<file path="config.mk">
export PLATFORM = sky130hd
export DESIGN_NAME = serial_parity_rx
export DESIGN_NICKNAME = d
export VERILOG_FILES = /design/src/rtl/serial_parity_rx.sv
export SDC_FILE = /design/constraint.sdc
export NUM_CORES = 1
export LEC_CHECK = 0
export CAP_MARGIN = 20
export CELL_PAD_IN_SITES_DETAIL_PLACEMENT = 1
export CELL_PAD_IN_SITES_GLOBAL_PLACEMENT = 1
export CORE_UTILIZATION = 36
export CTS_BUF_LIST = sky130_fd_sc_hd__clkbuf_16
export DETAILED_ROUTE_END_ITERATION = 8
export PLACE_DENSITY_LB_ADDON = 0.1
export SYNTH_ARGS = -nofsm -noshare
export SYNTH_HDL_FRONTEND = slang
export SYNTH_SLANG_ARGS = --single-unit
export TNS_END_PERCENT = 10
</file>
<file path="constraint.sdc">
create_clock -name clk -period 1.3 [get_ports clk]
set_clock_uncertainty 0.05 [all_clocks]
set_input_delay 0.39 -clock clk [delete_from_list [all_inputs] [get_ports clk]]
set_output_delay 0.39 -clock clk [all_outputs]
set_load 0.01 [all_outputs]
</file>
<file path="src/rtl/serial_parity_rx.sv">
`default_nettype none
// ============================================================================
// Module   : serial_parity_rx
// Brief    : Bit-serial frame receiver with parity check. A frame is a start
//            bit (0), DATA_W data bits LSB first, one parity bit, and a stop
//            bit (1). The block emits the word with a one-cycle done strobe
//            and a parity-error flag.
// Options  : SERIAL_PARITY_RX_EVEN_EN - check even parity instead of odd.
// Revision : 1.0 - initial release
// ============================================================================
module serial_parity_rx #(
    parameter int DATA_W = 8
) (
    input  logic              clk,
    input  logic              reset,
    input  logic              in,
    output logic [DATA_W-1:0] out_byte,
    output logic              done,
    output logic              perr
);

    // The counter only has to reach DATA_W-1. Keep it at least one bit wide.
    localparam int                CNT_W  = (DATA_W > 1) ? $clog2(DATA_W) : 1;
    localparam logic [CNT_W-1:0]  C_LAST = CNT_W'(DATA_W - 1);
    localparam logic [CNT_W-1:0]  C_ONE  = CNT_W'(1);

    typedef enum logic [2:0] {
        S_IDLE   = 3'd0,
        S_DATA   = 3'd1,
        S_PARITY = 3'd2,
        S_STOP   = 3'd3,
        S_DONE   = 3'd4,
        S_WAIT   = 3'd5
    } state_t;

    state_t              state_q;
    logic [CNT_W-1:0]    cnt_q;
    logic [DATA_W-1:0]   shift_q;
    logic [DATA_W-1:0]   shift_d;
    logic                acc_q;
    logic                perr_d;
    logic [DATA_W-1:0]   out_byte_q;
    logic                done_q;
    logic                perr_q;

    // The shift register moves right and the new bit enters at the MSB.
    // After DATA_W shifts, bit k is at position k.
    always_comb begin
        shift_d = shift_q;
        for (int i = 0; i < DATA_W - 1; i++) begin
            shift_d[i] = shift_q[i + 1];
        end
        shift_d[DATA_W-1] = in;
    end

    // In STOP the accumulator already holds the data bits XORed with the parity bit.
`ifdef SERIAL_PARITY_RX_EVEN_EN
    always_comb perr_d = acc_q;
`else
    always_comb perr_d = ~acc_q;
`endif

    // Frame state machine. The outputs are registered, so done and perr are
    // set on the edge that enters DONE.
    always_ff @(posedge clk) begin
        if (reset) begin
            state_q    <= S_IDLE;
            cnt_q      <= '0;
            shift_q    <= '0;
            acc_q      <= 1'b0;
            out_byte_q <= '0;
            done_q     <= 1'b0;
            perr_q     <= 1'b0;
        end else begin
            // done and perr are strobes. Every state except the one entering DONE clears them.
            done_q <= 1'b0;
            perr_q <= 1'b0;
            case (state_q)
                S_IDLE: begin
                    if (!in) begin
                        state_q <= S_DATA;
                        cnt_q   <= '0;
                        acc_q   <= 1'b0;
                    end
                end
                S_DATA: begin
                    shift_q <= shift_d;
                    acc_q   <= acc_q ^ in;
                    if (cnt_q == C_LAST) begin
                        cnt_q   <= '0;
                        state_q <= S_PARITY;
                    end else begin
                        cnt_q   <= cnt_q + C_ONE;
                    end
                end
                S_PARITY: begin
                    acc_q   <= acc_q ^ in;
                    state_q <= S_STOP;
                end
                S_STOP: begin
                    if (in) begin
                        state_q    <= S_DONE;
                        done_q     <= 1'b1;
                        perr_q     <= perr_d;
                        out_byte_q <= shift_q;
                    end else begin
                        // Framing error: the frame is discarded.
                        state_q <= S_WAIT;
                    end
                end
                S_DONE: begin
                    // A low line bit here is the start bit of the next frame.
                    if (!in) begin
                        state_q <= S_DATA;
                        cnt_q   <= '0;
                        acc_q   <= 1'b0;
                    end else begin
                        state_q <= S_IDLE;
                    end
                end
                S_WAIT: begin
                    if (in) begin
                        state_q <= S_IDLE;
                    end
                end
                default: begin
                    state_q <= S_IDLE;
                end
            endcase
        end
    end

    assign out_byte = out_byte_q;
    assign done     = done_q;
    assign perr     = perr_q;

endmodule
`default_nettype wire

</file>
### After elaboration in Yosys (flattened, before gate mapping)

Index checks and enable logic that the tools add are counted.

| word-level totals | value |
|---|---|
| bits in registers | 25 |
| input bits | 3 |
| word-level logic and storage cells | 45 |

| cells by class | value |
|---|---|
| add/sub/neg operators | 1 |
| equal/unequal tests | 10 |
| multiplexer cells | 12 |
| bitwise operators | 4 |
| reductions and logical operators | 11 |

Operators with widths:

| operator | count |
|---|---|
| 3-bit case mux with 6 select lines | 1 |
| 3-bit 2-to-1 mux | 5 |
| 3-bit equality test (second input constant) | 3 |
| 2-bit inequality test (second input constant) | 4 |
| 3-bit by 2-bit equality test with 1-bit output (second input constant) | 2 |
| 3-bit case mux with 2 select lines | 1 |
| 2-bit AND reduction | 3 |
| 2-bit OR reduction | 3 |
| 1-bit 2-to-1 mux | 4 |
| 2-bit nonzero test | 2 |
| 3-bit by 1-bit adder with 3-bit output (second input constant) | 1 |
| 3-bit by 1-bit equality test with 1-bit output (second input constant) | 1 |
| 3-bit zero test | 1 |
| 1-bit inverter | 3 |
| 3-bit AND reduction | 1 |
| 3-bit OR reduction | 1 |
| 1-bit case mux with 2 select lines | 1 |
| 1-bit XOR | 1 |

### Longest topological paths before layout

Gate-level depths: netlist (run 1).

| logic depth | value |
|---|---|
| depth in word-level cells | 4 |
| mapped depth | 5 |
| depth with buffers taken out | 5 |

### Least setup slack after synthesis (run 1)

No wires, ideal clock.

| timing path | value |
|---|---|
| kind | reg-to-reg |
| start | reg cnt_q[0] |
| end | reg cnt_q[0] |
| library setup time | 0.072 ns |
| arrival time | 1.272 ns |
| setup slack | -0.094 ns |
| cell stages (with the launch flop) | 5 |
| buffers on the path | 0 |
| clock period less this slack | 1.394 ns |
| path through | dfxtp_1 ha_1 ha_1 or4_1 mux2i_1 |

| between the ends | value |
|---|---|
| cells in the longest elaborated chain, start to end | 3 |
| elaborated cells between the ends (all ways) | 4 |

Ends and longest elaborated chain:

| item | line | text |
|---|---|---|
| from (decl) | 37 | `logic [CNT_W-1:0] cnt_q;` |
| from (signal assigned) | 93 | `cnt_q <= cnt_q + C_ONE;` |
| 3-bit by 1-bit adder with 3-bit output or 3-bit equality test (tied branches) | 93, 89 |  |
| 3-bit 2-to-1 mux (*) | 89 | `if (cnt_q == C_LAST) begin` |
| 3-bit case mux with 2 select lines (*) | 78 | `case (state_q)` |

Every way passes the cells marked *; elsewhere a longest branch is shown, timed or not.
A chain may end at the register's enable or synchronous reset.

### Final worst setup path (run 1)

Same ends and word-level chain as after synthesis.

==> impl_metrics.py, run 1 <==
metrics = {
    "outcome": {
        "outcome": "complete, but fails checks",
        "failed_checks": "setup timing",
    },
    "logic_synthesis": {
        "flip_flop_and_latch_count_after_synthesis": 25,
        "syn_nets": 117,
        "synth_warnings": 0,
        "post_synth.cell_area_avg_um2": 9.32,
        "syn-cell-area_um2": 1040,
        "synth_cells": 112,
        "number_of_distinct_library_cells_after_synthesis": 30,
        "synth_sequential_area_ratio_pct": 48.0,
    },
    "global_route": {
        "wire_length_of_the_first_global_routing_pass_um": 3970,
        "first_global_vias": 885,
        "overflow": 0,
        "grt_start_max_net_pins": 16,
        "grt_antenna_before_repair": 0,
        "grt_util_all_layers_pct": 16.0,
    },
    "place": {
        "standard_cell_area_after_detailed_placement_um2": 1290,
        "dpl_worst_slack_ns": -0.512,
        "port_buffers": 12,
        "gpl.final_weighted_congestion": 0.812,
        "detailed_place_hpwl_um": 1630,
    },
    "timing": {
        "post-route-period-util_pct": 102,
        "least_margin_pin_slew_ns": 0.250,
        "worst_slack_ns": -0.0206,
        "timing.fmax_mhz": 757,
        "slew_viol_final": 0,
        "hold_violations": 0,
        "totalNegativeSetupSlack_ns": -0.0206,
        "post-route-min-period_ns": 1.32,
        "rsz0062_at_grt": "yes",
        "slew_headroom_pct": 83.3,
        "hold_slack_ns": 0.324,
        "setup_viol": 1,
    },
    "drt": {
        "number_of_nets_with_antenna_violations_after_detailed_routing": 0,
        "wirelength_um": 2330,
        "first_iter_violations": 20,
        "drc_errors": 0,
        "drt-vias-per-instance": 5.13,
        "route.detailed.wl_per_inst_um": 13.9,
        "vias": 862,
        "count_of_tritonroute_iterations_in_the_first_routing_pass": 3,
    },
    "job": {
        "max_cap_viol_count": 0,
    },
    "die": {
        "die_w_um": 55.8,
        "dieHeight_um": 55.8,
        "top_level_i_o_count": 13,
        "fp.dieArea_um2": 3120,
        "rows": 19,
        "core_um2": 2760,
        "initial_core_util_pct": 37.8,
    },
    "setup_path": {
        "timing.critical_path.cells": "ha_4 -> ha_4 -> or4_1 -> mux2i_1",
        "crit_path_start_kind": "flip-flop",
        "arrival_ns": 1.45,
        "sort_of_element_at_the_end_of_the_critical_path": "flip-flop",
        "worst-setup-path-type": "flip-flop to flip-flop",
        "crit_path_start": "cnt_q[0]",
        "critPathSlowestCell": "sky130_fd_sc_hd__or4_1",
        "r2r_slack_ns": -0.02,
        "critical_path.most_common_cell": "sky130_fd_sc_hd__ha_4",
        "cp_slowest_stage_delay_ns": 0.40,
        "worst-r2r-cell-count": 4,
        "timing.critical_path.to": "cnt_q[0]",
        "required_ns": 1.43,
        "critical_path.reg2reg.endpoint": "cnt_q[0]",
        "r2r_start": "cnt_q[0]",
        "critical_path.max_fanout": 3,
    },
    "cells_and_area": {
        "final_layout_size_suffix_gt1_share_pct": 26.3,
        "finalCoreUtilization_pct": 51.1,
        "area.growth.synth_to_final_pct": 35.1,
        "final_cell_area_um2": 1410,
        "num_antenna_cells": 0,
        "num-nets-final": 143,
        "layout_common_cells": "20 x sky130_fd_sc_hd__dfxtp_1, 17 x sky130_fd_sc_hd__nand2_1, 17 x sky130_fd_sc_hd__buf_4",
        "layout_commonest_cell": "sky130_fd_sc_hd__dfxtp_1",
    },
    "clocking": {
        "clock_sinks": 25,
        "htree_num_levels": 1,
        "hold_buffers": 0,
        "cts-buffers-inserted": 3,
        "cts_tree": "yes",
        "clock_path_buffers": 2,
        "register_clock_pin_slew_on_the_reported_worst_setup_and_hold_paths_ns": 0.07,
        "root_buffer": "sky130_fd_sc_hd__clkbuf_16",
        "worst_skew_pair.late_latency_ns": 0.26,
    },
    "min_path": {
        "worstHoldPathType": "input port to flip-flop",
    },
    "power": {
        "p_leak_uw": 0.000565,
        "irDropWorstVdd_uv": 605,
        "power_density_nw_per_um2": 1130,
    },
}
cells in the mapped netlist:
| cell | instances | area (µm²) |
|---|---|---|
| sky130_fd_sc_hd__nand4bb_1 | 1 | 11.3 |
| sky130_fd_sc_hd__o21ai_0 | 3 | 15.0 |
| sky130_fd_sc_hd__nor3_1 | 3 | 15.0 |
| sky130_fd_sc_hd__a21oi_1 | 13 | 65.1 |
| sky130_fd_sc_hd__a221oi_2 | 1 | 15.0 |
| sky130_fd_sc_hd__nand2_1 | 17 | 63.8 |
| sky130_fd_sc_hd__nor3b_1 | 1 | 7.51 |
| sky130_fd_sc_hd__nand3b_1 | 2 | 15.0 |
| sky130_fd_sc_hd__nand4b_1 | 1 | 8.76 |
| sky130_fd_sc_hd__buf_6 | 1 | 11.3 |
| sky130_fd_sc_hd__or4_1 | 1 | 7.51 |
| sky130_fd_sc_hd__nand4b_2 | 1 | 15.0 |
| sky130_fd_sc_hd__buf_1 | 2 | 7.51 |
| sky130_fd_sc_hd__buf_2 | 3 | 15.0 |
| sky130_fd_sc_hd__a2111oi_1 | 1 | 10.0 |
| sky130_fd_sc_hd__ha_1 | 2 | 25.0 |
| sky130_fd_sc_hd__nor2_1 | 10 | 37.5 |
| sky130_fd_sc_hd__clkbuf_1 | 1 | 3.75 |
| sky130_fd_sc_hd__mux2i_1 | 9 | 90.1 |
| sky130_fd_sc_hd__inv_1 | 2 | 7.51 |
| sky130_fd_sc_hd__a211oi_1 | 1 | 7.51 |
| sky130_fd_sc_hd__and3b_1 | 1 | 8.76 |
| sky130_fd_sc_hd__dfxtp_1 | 25 | 500 |
| sky130_fd_sc_hd__nor2b_1 | 1 | 6.26 |
| sky130_fd_sc_hd__nor3b_2 | 1 | 12.5 |
| sky130_fd_sc_hd__and4b_1 | 1 | 10.0 |
| sky130_fd_sc_hd__a21o_1 | 1 | 7.51 |
| sky130_fd_sc_hd__a311o_1 | 1 | 10.0 |
| sky130_fd_sc_hd__buf_4 | 2 | 15.0 |
| sky130_fd_sc_hd__nand2b_1 | 3 | 18.8 |
report_power, final:
group          total (µW)  internal [µW]  switching (µW)
Clock                 692            417             275
Combinational         121           65.0            56.5
Sequential            787            774            12.7
Total                1600           1260             344
critical path: cells and delay by family, from the launching register on:
family / cells / cell delay (ns)
AND/OR/NAND/NOR: 1 / 0.40
adder cells (fa/ha/maj): 2 / 0.32
multiplexers: 1 / 0.14
flip-flops: 1 / 0.34
cell families after synthesis:
logic type	after synthesis	share of synthesized area, %
adder cells (fa/ha/maj)	2	2.40
buffers and inverters	11	5.75
AO/OA/AOI/OAI	21	12.5
flip-flops	25	48.0
multiplexers	9	8.63
AND/OR/NAND/NOR	44	22.8
metrics by stage:
step,instances,power [µW]
after global routing,168,1660
after floorplan,112,873
after CTS,167,1610
after detailed placement,163,916
final,168,1600
after global placement,163,911
final cells by class:
cell class	count	area [µm²]
fill	330	1350
multi-input combinational	76	523
sequential	25	512
timing repair buffer	30	246
clock buffer	3	75.1
tap	31	38.8
clock inverter	1	7.51
inverter	2	7.51
sequential cells by signal, summed over array words and instances (netlist names):
name / count
cnt_q: 3
acc_q: 1
done: 1
out_byte: 8
shift_q: 8
state_q: 3
perr: 1
per-layer routing:
layer  part of all wire [%]  vias to the layer above  track usage, %
met5                      0                        -               0
met4                   0.86                        0            5.23
met3                    1.5                        2            1.40
met2                     49                        8            28.7
met1                     48                      417            20.2
li1                       -                      435               -
timing repair:
item | CTS | global route
gates resized for setup | 14 | 20
endpoints found under the setup margin | 33 | 28
buffers inserted | 0 | 1
pin swaps | 2 | 2
worst min-delay path by stage:
stage	endpoint	start	cells past startpoint
after floorplan	out_byte[0]	shift_q[0]	2
after global placement	out_byte[7]	out_byte[7]	2
after detailed placement	out_byte[0]	out_byte[0]	2
after CTS	out_byte[0]	out_byte[0]	2
after global routing	state_q[0]	in	2
final	state_q[0]	in	2
Power figures use the tool's default switching activity.
==> run 2, diff against run 1 <==
--- a/config.mk
+++ b/config.mk
@@ -12,6 +12,7 @@
 export CTS_BUF_LIST = sky130_fd_sc_hd__clkbuf_16
 export DETAILED_ROUTE_END_ITERATION = 8
 export PLACE_DENSITY_LB_ADDON = 0.1
+export RECOVER_POWER = 25
 export SYNTH_ARGS = -nofsm -noshare
 export SYNTH_HDL_FRONTEND = slang
 export SYNTH_SLANG_ARGS = --single-unit
==> results of run 2 <==
No change in the layout: final DEF, timing and power equal those of run 1.
==> run 3, diff against run 2 <==
--- a/config.mk
+++ b/config.mk
@@ -9,7 +9,6 @@
 export CELL_PAD_IN_SITES_DETAIL_PLACEMENT = 1
 export CELL_PAD_IN_SITES_GLOBAL_PLACEMENT = 1
 export CORE_UTILIZATION = 36
-export CTS_BUF_LIST = sky130_fd_sc_hd__clkbuf_16
 export DETAILED_ROUTE_END_ITERATION = 8
 export PLACE_DENSITY_LB_ADDON = 0.1
 export RECOVER_POWER = 25
==> run 3 against run 2 <==
Compared with the run above: the flow still finishes with violations (setup timing); critical path depth is the same; die area is the same; worst hold slack gained 0.084 ns.
==> impl_metrics.py, run 3 (synthesis results as in run 1) <==
metrics = {
    "setup_path": {
        "timing.critical_path.to": "cnt_q[0]",
        "critical_path.reg2reg.endpoint": "cnt_q[0]",
        "worst-setup-path-type": "flip-flop to flip-flop",
        "critPathSlowestCell": "sky130_fd_sc_hd__or4_1",
        "arrival_ns": 1.54,
        "sort_of_element_at_the_end_of_the_critical_path": "flip-flop",
        "critical_path.max_fanout": 3,
        "r2r_slack_ns": -0.03,
        "worst-r2r-cell-count": 4,
        "r2r_start": "cnt_q[0]",
        "crit_path_start_kind": "flip-flop",
        "required_ns": 1.51,
        "timing.critical_path.cells": "ha_4 -> ha_4 -> or4_1 -> mux2i_1",
        "crit_path_start": "cnt_q[0]",
        "cp_slowest_stage_delay_ns": 0.40,
        "critical_path.most_common_cell": "sky130_fd_sc_hd__ha_4",
    },
    "outcome": {
        "outcome": "complete, but fails checks",
        "failed_checks": "setup timing",
    },
    "clocking": {
        "root_buffer": "sky130_fd_sc_hd__clkbuf_4",
        "worst_skew_pair.late_latency_ns": 0.32,
        "clock_path_buffers": 2,
        "clock_sinks": 25,
        "register_clock_pin_slew_on_the_reported_worst_setup_and_hold_paths_ns": 0.15,
        "cts_tree": "yes",
        "cts-buffers-inserted": 3,
        "htree_num_levels": 1,
        "hold_buffers": 0,
    },
    "timing": {
        "least_margin_pin_slew_ns": 0.254,
        "timing.fmax_mhz": 749,
        "hold_violations": 0,
        "rsz0062_at_grt": "yes",
        "worst_slack_ns": -0.0349,
        "totalNegativeSetupSlack_ns": -0.0349,
        "post-route-min-period_ns": 1.33,
        "setup_viol": 1,
        "slew_headroom_pct": 83.0,
        "slew_viol_final": 0,
        "post-route-period-util_pct": 103,
    },
    "power": {
        "comb_power_share_pct": 9.4,
        "net_switching_share_of_the_total_power_pct": 24.6,
        "power_density_nw_per_um2": 956,
        "p_switching_uw": 313,
        "share_seq_of_total_power_pct": 62.1,
        "internal_power_uw": 958,
        "fraction_of_power_consumed_by_the_clock_network_pct": 28.5,
        "irDropWorstVdd_uv": 599,
        "p_leak_uw": 0.000552,
    },
    "cells_and_area": {
        "finalCoreUtilization_pct": 48.2,
        "final_cell_area_um2": 1330,
        "layout_commonest_cell": "sky130_fd_sc_hd__nand2_1",
        "fillerInstances": 347,
        "post_layout_nonfiller_instances": 168,
        "num_antenna_cells": 0,
        "num-nets-final": 143,
        "area.growth.synth_to_final_pct": 27.5,
        "layout_common_cells": "17 x sky130_fd_sc_hd__nand2_1, 16 x sky130_fd_sc_hd__buf_4, 13 x sky130_fd_sc_hd__a21oi_1",
        "final_layout_size_suffix_gt1_share_pct": 38.0,
    },
    "drt": {
        "route.detailed.wl_per_inst_um": 13.7,
        "count_of_tritonroute_iterations_in_the_first_routing_pass": 3,
        "wirelength_um": 2300,
        "number_of_nets_with_antenna_violations_after_detailed_routing": 0,
        "drc_errors": 0,
        "drt-vias-per-instance": 5.06,
        "vias": 850,
        "first_iter_violations": 9,
    },
    "die": {
        "fp.dieArea_um2": 3120,
        "dieHeight_um": 55.8,
        "initial_core_util_pct": 37.8,
        "core_um2": 2760,
        "top_level_i_o_count": 13,
        "die_w_um": 55.8,
        "rows": 19,
    },
    "global_route": {
        "overflow": 0,
        "grt_antenna_before_repair": 0,
        "grt_start_max_net_pins": 16,
        "first_global_vias": 880,
        "wire_length_of_the_first_global_routing_pass_um": 3880,
        "grt_util_all_layers_pct": 15.3,
    },
    "place": {
        "gpl.final_weighted_congestion": 0.812,
        "detailed_place_hpwl_um": 1630,
        "standard_cell_area_after_detailed_placement_um2": 1290,
        "port_buffers": 12,
        "placed_cells_incl_taps": 163,
    },
    "min_path": {
        "worstHoldPathType": "flip-flop to flip-flop",
    },
    "job": {
        "max_cap_viol_count": 0,
    },
}
-- run 3: per-layer routing --
layer | vias up | track usage [%] | wire length [µm]
met2 | 8 | 27.5 | 1080
met3 | 2 | 2.09 | 40
li1 | 435 | - | -
met4 | 0 | 3.14 | 16
met5 | - | 0 | 0
met1 | 405 | 19.6 | 1160
-- run 3: final cells by class --
class | count | area (µm²) | share of cell area (%)
Clock buffer | 3 | 22.5 | 1.69
Clock inverter | 1 | 7.51 | 0.564
Inverter | 2 | 7.51 | 0.564
Multi-Input combinational cell | 76 | 523 | 39.3
Sequential cell | 25 | 519 | 39.0
Tap cell | 31 | 38.8 | 2.92
Timing Repair Buffer | 30 | 211 | 15.9
-- run 3: power groups by stage --
| stage | Clock (µW) | Sequential [µW] | Combinational [µW] |
|---|---|---|---|
| after global placement | 0 | 803 | 108 |
| final | 363 | 789 | 119 |
| after detailed placement | 0 | 804 | 112 |
| after floorplan | 0 | 800 | 73.2 |
| after global routing | 406 | 791 | 130 |
| after CTS | 378 | 790 | 112 |
-- run 3: worst min path at each step --
stage / slack (ns) / depth (start not counted) / to / startpoint
2_1_floorplan: 0.38 / 2 / out_byte[0] / shift_q[0]
3_3_place_gp: 0.39 / 2 / out_byte[7] / out_byte[7]
3_5_place_dp: 0.40 / 2 / out_byte[0] / out_byte[0]
4_1_cts: 0.41 / 2 / state_q[0] / in
5_1_grt: 0.44 / 2 / out_byte[0] / shift_q[0]
6_report: 0.41 / 2 / out_byte[0] / out_byte[0]
-- run 3: critical path: cells and delay by family, from the launching register on --
kind,cells,cell delay [ns]
AND/OR/NAND/NOR,1,0.40
multiplexers,1,0.14
flip-flops,1,0.37
adder cells (fa/ha/maj),2,0.32
-- run 3: metrics by stage --
step                power [µW]  hold slack (ns)  setup WS, ns
floorplan                  873            0.381       -0.0245
global placement           911            0.393        -0.456
detailed placement         916            0.397        -0.512
CTS                       1280            0.406       -0.0471
global route              1330            0.438       -0.0716
finish                    1270            0.408       -0.0349
-- run 3: timing repair --
item,4_1_cts,5_1_grt
setup endpoints to repair,31,22
resized for setup,52,10
pin swaps,3,1
setup buffers,1,0
